**src/rtl/debounce_pkg.sv**
```systemverilog
// rtl/debounce_pkg.sv - shared constants and helpers for the debouncer
package debounce_pkg;

  localparam int DB_SYNC_STAGES_DEF = 2;
  localparam int DB_STABLE_CNT_DEF  = 16;

  // Counter width: enough bits to hold STABLE_CNT-1, never narrower than one bit
  function automatic int db_cnt_w(input int stable_cnt);
    int w;
    w = $clog2(stable_cnt);
    return (w < 1) ? 1 : w;
  endfunction

endpackage

```
**src/rtl/debounce_chan.sv**
```systemverilog
// rtl/debounce_chan.sv - one debounce channel: synchroniser, stability counter, level and edge pulses
module debounce_chan
  import debounce_pkg::*;
#(
  parameter int SYNC_STAGES = DB_SYNC_STAGES_DEF,
  parameter int STABLE_CNT  = DB_STABLE_CNT_DEF,
  parameter bit RST_VAL     = 1'b0
) (
  input  logic clk,
  input  logic rst_n,
  input  logic inp,
  input  logic tick,
  output logic outp,
  output logic rise,
  output logic fall
);

  localparam int               CNT_W   = db_cnt_w(STABLE_CNT);
  localparam logic [CNT_W-1:0] CNT_MAX = CNT_W'(STABLE_CNT - 1);

  logic [SYNC_STAGES-1:0] sync;
  logic [CNT_W-1:0]       cnt;
  logic                   s;

  assign s = sync[SYNC_STAGES-1];

  // Synchroniser chain runs every clock, independent of tick
  always_ff @(posedge clk or negedge rst_n) begin
    if (!rst_n) begin
      sync <= {SYNC_STAGES{RST_VAL}};
    end else begin
      sync <= {sync[SYNC_STAGES-2:0], inp};
    end
  end

  // Count tick-qualified mismatch cycles; accept the new level once the count saturates
  always_ff @(posedge clk or negedge rst_n) begin
    if (!rst_n) begin
      cnt  <= '0;
      outp <= RST_VAL;
      rise <= 1'b0;
      fall <= 1'b0;
    end else begin
      rise <= 1'b0;
      fall <= 1'b0;
      if (s == outp) begin
        cnt <= '0;
      end else if (tick) begin
        if (cnt == CNT_MAX) begin
          outp <= s;
          cnt  <= '0;
          rise <= s;
          fall <= ~s;
        end else begin
          cnt <= cnt + 1'b1;
        end
      end
    end
  end

endmodule

```
**src/rtl/debounce_multi.sv**
```systemverilog
// rtl/debounce_multi.sv - N independent debounce channels sharing clock, reset and tick
module debounce_multi
  import debounce_pkg::*;
#(
  parameter int CH          = 4,
  parameter int SYNC_STAGES = DB_SYNC_STAGES_DEF,
  parameter int STABLE_CNT  = DB_STABLE_CNT_DEF,
  parameter bit RST_VAL     = 1'b0
) (
  input  logic          clk,
  input  logic          rst_n,
  input  logic [CH-1:0] inp,
  input  logic          tick,
  output logic [CH-1:0] outp,
  output logic [CH-1:0] rise,
  output logic [CH-1:0] fall
);

  // One self-contained channel per input bit
  for (genvar i = 0; i < CH; i++) begin : g_chan
    debounce_chan #(
      .SYNC_STAGES(SYNC_STAGES),
      .STABLE_CNT (STABLE_CNT),
      .RST_VAL    (RST_VAL)
    ) u_chan (
      .clk  (clk),
      .rst_n(rst_n),
      .inp  (inp[i]),
      .tick (tick),
      .outp (outp[i]),
      .rise (rise[i]),
      .fall (fall[i])
    );
  end

endmodule

```
**config.mk**
```make
export PLATFORM = sky130hd
export DESIGN_NAME = debounce_multi
export DESIGN_NICKNAME = d
export VERILOG_FILES = /design/src/rtl/debounce_pkg.sv /design/src/rtl/debounce_chan.sv /design/src/rtl/debounce_multi.sv
export SDC_FILE = /design/constraint.sdc
export NUM_CORES = 1
export LEC_CHECK = 0
export ABC_CLOCK_PERIOD_IN_PS = 1800
export BUFFER_PORTS_ARGS = -buffer_cell sky130_fd_sc_hd__buf_2
export CAP_MARGIN = 0
export CORE_UTILIZATION = 55
export DETAILED_ROUTE_END_ITERATION = 6
export PLACE_DENSITY_LB_ADDON = 0.12
export RECOVER_POWER = 50
export SYNTH_ARGS = -nofsm -noshare
export SYNTH_HDL_FRONTEND = slang
export SYNTH_HIERARCHICAL = 1
export SYNTH_SLANG_ARGS = --single-unit
```
**constraint.sdc**
```tcl
create_clock -name clk -period 1.8 [get_ports clk]
set_input_delay 0.18 -clock clk [delete_from_list [all_inputs] [get_ports clk]]
set_output_delay 0.18 -clock clk [all_outputs]
set_load 0.03 [all_outputs]
```
* Word level (Yosys, flattened, before mapping)
Cells that the tools add are included.
** Operators by class
- Add/subtract/negate cells :: 4
- $mul :: 0
- Div/mod/pow operators :: 0
- Order comparisons :: 0
- Eq/ne operators :: 8
- Shift operators :: 0
- Mux-type cells :: 36
- Bitwise gates (word level) :: 8
- Reductions and logical operators :: 8
** Operators with widths (number)
- 2-to-1 mux 4 bit :: 12
- 2-to-1 mux 1 bit :: 24
- adder 4 x 1 -> 4 bit (second input constant) :: 4
- equality test 4 bit (second input constant) :: 4
- AND reduction 3 bit :: 4
- NOT 1 bit :: 8
- nonzero test 2 bit :: 4
- equality test 1 bit :: 4
** Word-level totals
- Bits in registers :: 36
- Latch bits :: 0
- Memory bits (writable) :: 0
- Memory bits (read-only) :: 0
- Bits of input ports :: 7
- Output and inout port bits :: 12
- Logic and storage cells :: 84
- Memories kept :: 0

* Logic depth before layout (Yosys ltp)
Gate-level depths: netlist of the first run.
- Depth in word-level cells :: 4
- Mapped depth :: 4
- Mapped depth without buffers :: 4

* Cells and area by module
Netlist of the first run, hierarchy kept.
** By module, submodules not included
- debounce_chan :: times used 4, cells each 30, area an instance 364.1 µm², seq. area each 225.2 µm²

* Least setup slack after synthesis of the first run
OpenSTA, ideal clock, no wires.
- Path type :: register to register
- Start :: register g_chan[0].u_chan.cnt[0]
- End :: register g_chan[0].u_chan.outp
- Setup time :: 0.128 ns
- Arrival time :: 1.056 ns
- Data required time :: 1.672 ns
- Setup slack :: 0.617 ns
- Cell stages (with the launch flop) :: 4
- Buffers on the path :: 0
- Clock period less this slack :: 1.183 ns
- Cell sequence :: dfrtp_1 -> ha_1 -> nand4_1 -> mux2_1
** Between the ends
- Longest elaborated chain between the ends :: 2
** RTL lines
- start, declared :: RTL line debounce_chan.sv:22 : logic [CNT_W-1:0] cnt;
- start signal, assigned :: RTL line debounce_chan.sv:55 : cnt <= cnt + 1'b1;
- equality test 4 bit :: RTL line debounce_chan.sv:49 : if (cnt == CNT_MAX) begin
- AND reduction 3 bit (no line)
- end signal, assigned :: RTL line debounce_chan.sv:50 : outp <= s;
- end, declared :: RTL line debounce_chan.sv:13 : output logic outp,
No other way between the ends.
A chain may end at the register's enable or synchronous reset.

* Worst setup path in the final report of the first run
Ends and elaborated chain as after synthesis.

==> results.py, run 1 <==
metrics = {
    "drt": {
        "drc": 0,
        "firstDrtPassIters": 4,
        "drtAntennaViolNets": 0,
        "drtIter0Drc": 11,
        "drt_wl_total_um": 2267,
        "via_per_inst": 5.431,
        "vias": 983,
        "wl_per_cell_um": 12.52,
    },
    "clock_tree": {
        "clock-sinks": 36,
        "clk_pin_slew_ns": 0.11,
        "htreeDepth": 2,
        "root_buffer": "clkbuf_4",
        "clockBufferDepth": 2,
        "cts_inserted_buffers": 5,
        "clk_latency_ns": 0.34,
        "postCtsSetupBuffers": 0,
        "cts_tree": "yes",
    },
    "yosys": {
        "muxShareOfSynthArea": 0.05842,
        "synth-compound-area-share": 0.05498,
        "yosys.area.top_type": "dfrtp_1",
        "ys_types": 17,
        "syn_nets": 131,
        "synth_edf_count": 0,
        "synth-simple-area-share": 0.1856,
        "synthArstFlopShare": 1.000,
        "syn_area_per_cell_um2": 12.14,
        "synth_area_leaders": "dfrtp_1 62%, a21oi_1 4.1%, nor3b_1 4.1%",
        "synth_common_cells": "36 x dfrtp_1, 12 x a21oi_1, 8 x nand2_1, 8 x nor2_1, 8 x nor3b_1",
        "synth_top_area_share": 0.6186,
        "yosysMostFrequentCell": "dfrtp_1",
        "synth_area_um2": 1456,
        "synthFlopType": "dfrtp_1",
        "ys_seq_elements": 36,
        "ys_seq_area_frac": 0.6186,
        "yosysWarnings": 6,
        "yosys.area_share.adder": 0.03436,
        "synthXorXnorAreaFrac": 0.04811,
        "synth_top_family_by_area": "simple AND/OR/NAND/NOR gates",
        "synthCells": 120,
    },
    "grt": {
        "grt_pass1_vias": 920,
        "overflow": 0,
        "antenna_found_initial": 0,
        "track_usage": 0.2012,
        "met2_usage": 0.3167,
        "grt_pass1_wl_um": 3864,
        "grt_use_met3": 0.09483,
        "grt-busiest-layer": "met2",
        "grt_max_degree": 37,
        "gr-usage-met1": 0.2343,
    },
    "pwr": {
        "p_leak_uw": 0.0007817,
        "peakVddDrop_mv": 0.6054,
        "p_per_area_nw_per_um2": 803.8,
    },
    "placement": {
        "dp_cells": 168,
        "port-buffer-count": 18,
        "place.gp.congestion": 0.7990,
        "detailed_place_hpwl_um": 1544,
    },
    "cells_and_area": {
        "final_cells": 181,
        "drive_above_1_share": 0.1722,
        "n_antenna_cell": 0,
        "multiInputGateArea_um2": 555.5,
        "register_area_um2": 900.9,
        "final_nets": 161,
        "fill_cells": 181,
        "syn2layout_area_growth_pct": 15.72,
    },
    "worst_hold_path": {
        "min_path_type": "in -> reg",
    },
    "sta": {
        "setup_viol": 0,
        "tightest_slew_ns": 0.8546,
        "rsz0062_at_grt": "false",
        "tns_ns": 0,
        "drv_slew": 0,
        "finalCriticalPeriod_ns": 1.298,
        "max_freq_ghz": 0.7704,
        "fin_crit_sh": 0.7212,
        "relSlewSlack": 0.4303,
        "finClkSkew_ns": 0.008691,
        "hold_viol": 0,
    },
    "worst_setup_path": {
        "max_stage_delay_ns": 0.44,
        "cp-end-kind": "flop",
        "crit_family": "flip-flops",
        "cp.required_ns": 2.04,
        "cp.arrival_ns": 1.53,
        "crit_slowest_cell": "dfrtp_1",
        "path_max_fanout": 5,
        "crit_type": "reg -> reg",
        "start_kind": "flop",
        "cp_cell_sequence": "ha_1, nand4_1, mux2_1",
        "path_buf_inv": 0,
    },
    "floorplan": {
        "num_rows": 18,
        "ios": 19,
        "initial_utilization": 0.5826,
        "die_y_um": 53.46,
        "die_width_um": 53.46,
        "die-area_um2": 2858,
        "design.core.area_um2": 2500,
    },
    "outcome": {
        "status": "finished clean",
    },
    "flow_run": {
        "maxCapViolCount": 0,
    },
}
## sequential cells by signal (all words and copies together), names as in the netlist
signal              cells
g_chan.u_chan/cnt      16
g_chan.u_chan/sync      8
g_chan.u_chan/fall      4
g_chan.u_chan/outp      4
g_chan.u_chan/rise      4
## final cells by class
type                            count  share of cell area
Sequential cell                    36              0.5345
Tap cell                           30             0.02227
Multi-Input combinational cell     84              0.3296
Timing Repair Buffer               23             0.08018
Clock buffer                        5             0.02227
Clock inverter                      3             0.01114
## logic make-up after synthesis
| kind of cell | count (synthesis) |
|---|---|
| AND/OR/NAND/NOR | 48 |
| AO/OA/AOI/OAI | 16 |
| XOR/XNOR | 8 |
| adder cells (fa/ha/maj) | 4 |
| flip-flops | 36 |
| multiplexers | 8 |
## per-layer routing
| layer | routed length, um | part of all wire |
|---|---|---|
| met4 | 35 | 0.015 |
| met1 | 992 | 0.44 |
| met2 | 1144 | 0.50 |
| met5 | 0 | 0 |
| met3 | 95 | 0.042 |
## worst min-delay path: stages
cell and delay [ns]:
buf_2 0.25, nand3b_1 0.15, a21oi_1 0.06
## placed cells by master (no fill, tap or decap)
| cell | n |
|---|---|
| clkinv_2 | 2 |
| o21ai_0 | 4 |
| buf_2 | 13 |
| mux2_1 | 4 |
| nand4_1 | 4 |
| nand3b_1 | 4 |
| or3_1 | 4 |
| dfrtp_1 | 36 |
| nand3_1 | 4 |
| xor2_1 | 4 |
| clkbuf_4 | 5 |
| mux2i_1 | 4 |
| nand2b_1 | 4 |
| nor2_1 | 8 |
| clkbuf_1 | 4 |
| nor3b_1 | 8 |
| a21oi_1 | 12 |
| xnor2_1 | 4 |
| ha_1 | 4 |
| nand2_2 | 4 |
| clkinv_4 | 1 |
| dlygate4sd3_1 | 5 |
| nand2_1 | 8 |
| clkbuf_2 | 1 |
## power breakdown
part | switching, uW | internal [uW]
Clock | 266 | 150
Combinational | 48.0 | 37.8
Sequential | 21.9 | 831
Total | 336 | 1020
## timing repair
action | 4_1_cts | 5_1_grt
endpoints found under the hold margin | 40 | 0
endpoints found under the setup margin | 0 | 0
resized for setup | 0 | 0
hold buffers | 5 | 0
## path summary, 6_finish.rpt
path                                           from                       end  slack, ns  cells after the start
max                         g_chan[0].u_chan/cnt[0]     g_chan[0].u_chan/outp       0.50                      3
min                                            tick   g_chan[1].u_chan/cnt[0]       0.34                      3
max reg2reg                 g_chan[0].u_chan/cnt[0]     g_chan[0].u_chan/outp       0.50                      3
min reg2reg                g_chan[1].u_chan/sync[0]  g_chan[1].u_chan/sync[1]       0.36                      0
max in group asynchronous                     rst_n     g_chan[2].u_chan/outp       0.79                      2
min in group asynchronous                     rst_n     g_chan[0].u_chan/fall       0.46                      2
## per-stage QoR
stage / power (uW) / setup WS, ns / hold slack, ns / utilization / area (um2)
floorplan: 905.6 / 0.6168 / -0.1156 / - / 1456
global placement: 941.7 / 0.5484 / 0.2816 / 0.6336 / 1584
detailed placement: 948.0 / 0.4867 / 0.2896 / 0.6336 / 1584
CTS: 1379 / 0.5048 / 0.3075 / 0.6762 / 1690
global route: 1438 / 0.3993 / 0.3275 / 0.6742 / 1685
finish: 1355 / 0.5019 / 0.3383 / 0.6742 / 1685
Power figures use the tool's default switching activity.
==> inputs of run 2 (changes only) <==
--- a/config.mk
+++ b/config.mk
@@ -5,10 +5,10 @@
 export SDC_FILE = /design/constraint.sdc
 export NUM_CORES = 1
 export LEC_CHECK = 0
-export ABC_CLOCK_PERIOD_IN_PS = 1800
+export ABC_CLOCK_PERIOD_IN_PS = 1100
 export BUFFER_PORTS_ARGS = -buffer_cell sky130_fd_sc_hd__buf_2
 export CAP_MARGIN = 0
-export CORE_UTILIZATION = 55
+export CORE_UTILIZATION = 50
 export DETAILED_ROUTE_END_ITERATION = 6
 export PLACE_DENSITY_LB_ADDON = 0.12
 export RECOVER_POWER = 50
==> constraint.sdc (replaced) <==
create_clock -name clk -period 1.1 [get_ports clk]
set_input_delay 0.11 -clock clk [delete_from_list [all_inputs] [get_ports clk]]
set_output_delay 0.11 -clock clk [all_outputs]
set_load 0.03 [all_outputs]
==> run 2 against run 1 <==
  * The flow now finishes with violations (setup timing)
  * Non-clock buffer count is 26 higher
  * Worst setup slack got worse by 0.58 ns
  * Critical path depth did not move
  * Sequential share of layout area is 10 points lower
  * Combinational power grew to 2.7 times the previous value
==> results.py, run 2 (synthesis gave the netlist of run 1 again) <==
metrics = {
    "cells_and_area": {
        "layout.cells.most_common_list": "34 x dfrtp_1, 22 x buf_4, 14 x buf_2",
        "reg.largest.list": "g_chan.u_chan/cnt (16), g_chan.u_chan/sync (8)",
        "final_nets": 187,
        "regMostFlops": "g_chan.u_chan/cnt",
        "drive_above_1_share": 0.5141,
        "register_area_um2": 903.4,
        "final_area_um2": 2079,
        "final_cells": 208,
        "largest_reg_flops": 16,
        "final_common_cell": "dfrtp_1",
        "n_antenna_cell": 0,
        "fill_cells": 188,
        "multiInputGateArea_um2": 715.7,
        "syn2layout_area_growth_pct": 42.78,
    },
    "grt": {
        "met2_usage": 0.3588,
        "antenna_found_initial": 0,
        "track_usage": 0.2214,
        "grt_pass1_vias": 1178,
        "grt_use_met3": 0.07674,
        "grt_max_degree": 22,
        "grt-busiest-layer": "met2",
        "overflow": 0,
        "grt_pass1_wl_um": 5195,
        "gr-usage-met1": 0.2693,
    },
    "sta": {
        "drv_slew": 0,
        "tightest_slew_ns": 0.4000,
        "max_freq_ghz": 0.8506,
        "finalCriticalPeriod_ns": 1.176,
        "hold_viol": 0,
        "finClkSkew_ns": 0.01534,
        "rsz0062_at_grt": "true",
        "setup_viol": 17,
        "whs_ns": 0.1818,
        "relSlewSlack": 0.7314,
        "setup_ws_ns": -0.07561,
        "fin_crit_sh": 1.069,
    },
    "worst_setup_path": {
        "path_max_fanout": 2,
        "cp.required_ns": 1.36,
        "cp_cell_sequence": "ha_2, nand4_1, mux2_4",
        "cp-end-kind": "flop",
        "start_kind": "flop",
        "max_stage_delay_ns": 0.38,
        "cp.arrival_ns": 1.43,
        "crit_type": "reg -> reg",
        "crit_slowest_cell": "dfrtp_1",
        "crit_family": "flip-flops",
        "path_buf_inv": 0,
    },
    "clock_tree": {
        "clockBufferDepth": 2,
        "clk_latency_ns": 0.36,
        "htreeDepth": 2,
        "cts_inserted_buffers": 5,
        "cts_tree": "yes",
        "clk_pin_slew_ns": 0.12,
        "root_buffer": "clkbuf_4",
        "clock-sinks": 36,
    },
    "floorplan": {
        "die_y_um": 55.97,
        "die_width_um": 55.97,
        "design.core.area_um2": 2758,
        "initial_utilization": 0.5281,
        "ios": 19,
        "num_rows": 19,
        "die-area_um2": 3133,
    },
    "drt": {
        "via_per_inst": 5.418,
        "drtIter0Drc": 39,
        "wl_per_cell_um": 15.14,
        "drt_wl_total_um": 3150,
        "vias": 1127,
        "firstDrtPassIters": 5,
        "drtAntennaViolNets": 0,
        "drc": 0,
    },
    "placement": {
        "detailed_place_hpwl_um": 1786,
        "port-buffer-count": 18,
        "dp_cells": 187,
        "place.gp.congestion": 0.8304,
        "dpl_cell_area_um2": 1743,
        "pre_cts_ws_ns": -0.06579,
    },
    "pwr": {
        "peakVddDrop_mv": 1.104,
        "p_leak_uw": 0.0009514,
        "total_power_uw": 2335,
        "p_per_area_nw_per_um2": 1123,
    },
    "outcome": {
        "violations": "setup timing",
        "status": "finished, violations left",
    },
    "worst_hold_path": {
        "min_path_type": "in -> reg",
    },
    "flow_run": {
        "maxCapViolCount": 0,
    },
}
run 2: tightest hold or removal path, stage by stage:
cell and delay (ns):
buf_2 0.21, nand3b_1 0.13, a21oi_1 0.06
run 2: what timing repair did:
action / in CTS / in global routing
setup endpoints to repair: 20 / 29
hold buffers: 5 / 0
hold endpoints to repair: 40 / 0
pin swaps: 8 / 17
gates resized for setup: 24 / 22
buffers inserted: 3 / 5
run 2: per-stage QoR:
step | util | setup TNS (ns)
final | 0.7541 | -0.5850
after CTS | 0.7101 | -0.4678
after global placement | 0.6320 | -0.01400
after floorplan | - | -0.1803
after global routing | 0.7541 | -1.964
after detailed placement | 0.6320 | -0.3120
run 2: path summary, 6_finish.rpt:
check,slack [ns],endpoint,cells past startpoint,startpoint
setup / recovery,-0.08,g_chan[2].u_chan/outp,3,g_chan[2].u_chan/cnt[1]
hold / removal,0.18,g_chan[3].u_chan/cnt[0],3,tick
setup reg to reg,-0.08,g_chan[2].u_chan/outp,3,g_chan[2].u_chan/cnt[1]
hold reg to reg,0.36,g_chan[1].u_chan/sync[1],0,g_chan[1].u_chan/sync[0]
max in group asynchronous,0.22,g_chan[1].u_chan/fall,3,rst_n
min in group asynchronous,0.20,g_chan[3].u_chan/rise,2,rst_n
run 2: power breakdown:
group	internal, uW	switching [uW]	total, uW
clock	245	462	707
combinational	116	117	233
sequential	1360	34.6	1390
run 2: final cells by class:
| type | instances | share of cell area |
|---|---|---|
| Clock buffer | 5 | 0.01805 |
| Clock inverter | 3 | 0.009025 |
| Multi-Input combinational cell | 84 | 0.3442 |
| Sequential cell | 36 | 0.4344 |
| Tap cell | 31 | 0.01865 |
| Timing Repair Buffer | 49 | 0.1757 |
run 2: routing by layer:
| layer | vias up | part of all wire |
|---|---|---|
| met4 | 0 | 0.027 |
| met5 | - | 0 |
| met3 | 12 | 0.036 |
| li1 | 534 | - |
| met2 | 25 | 0.51 |
| met1 | 556 | 0.43 |
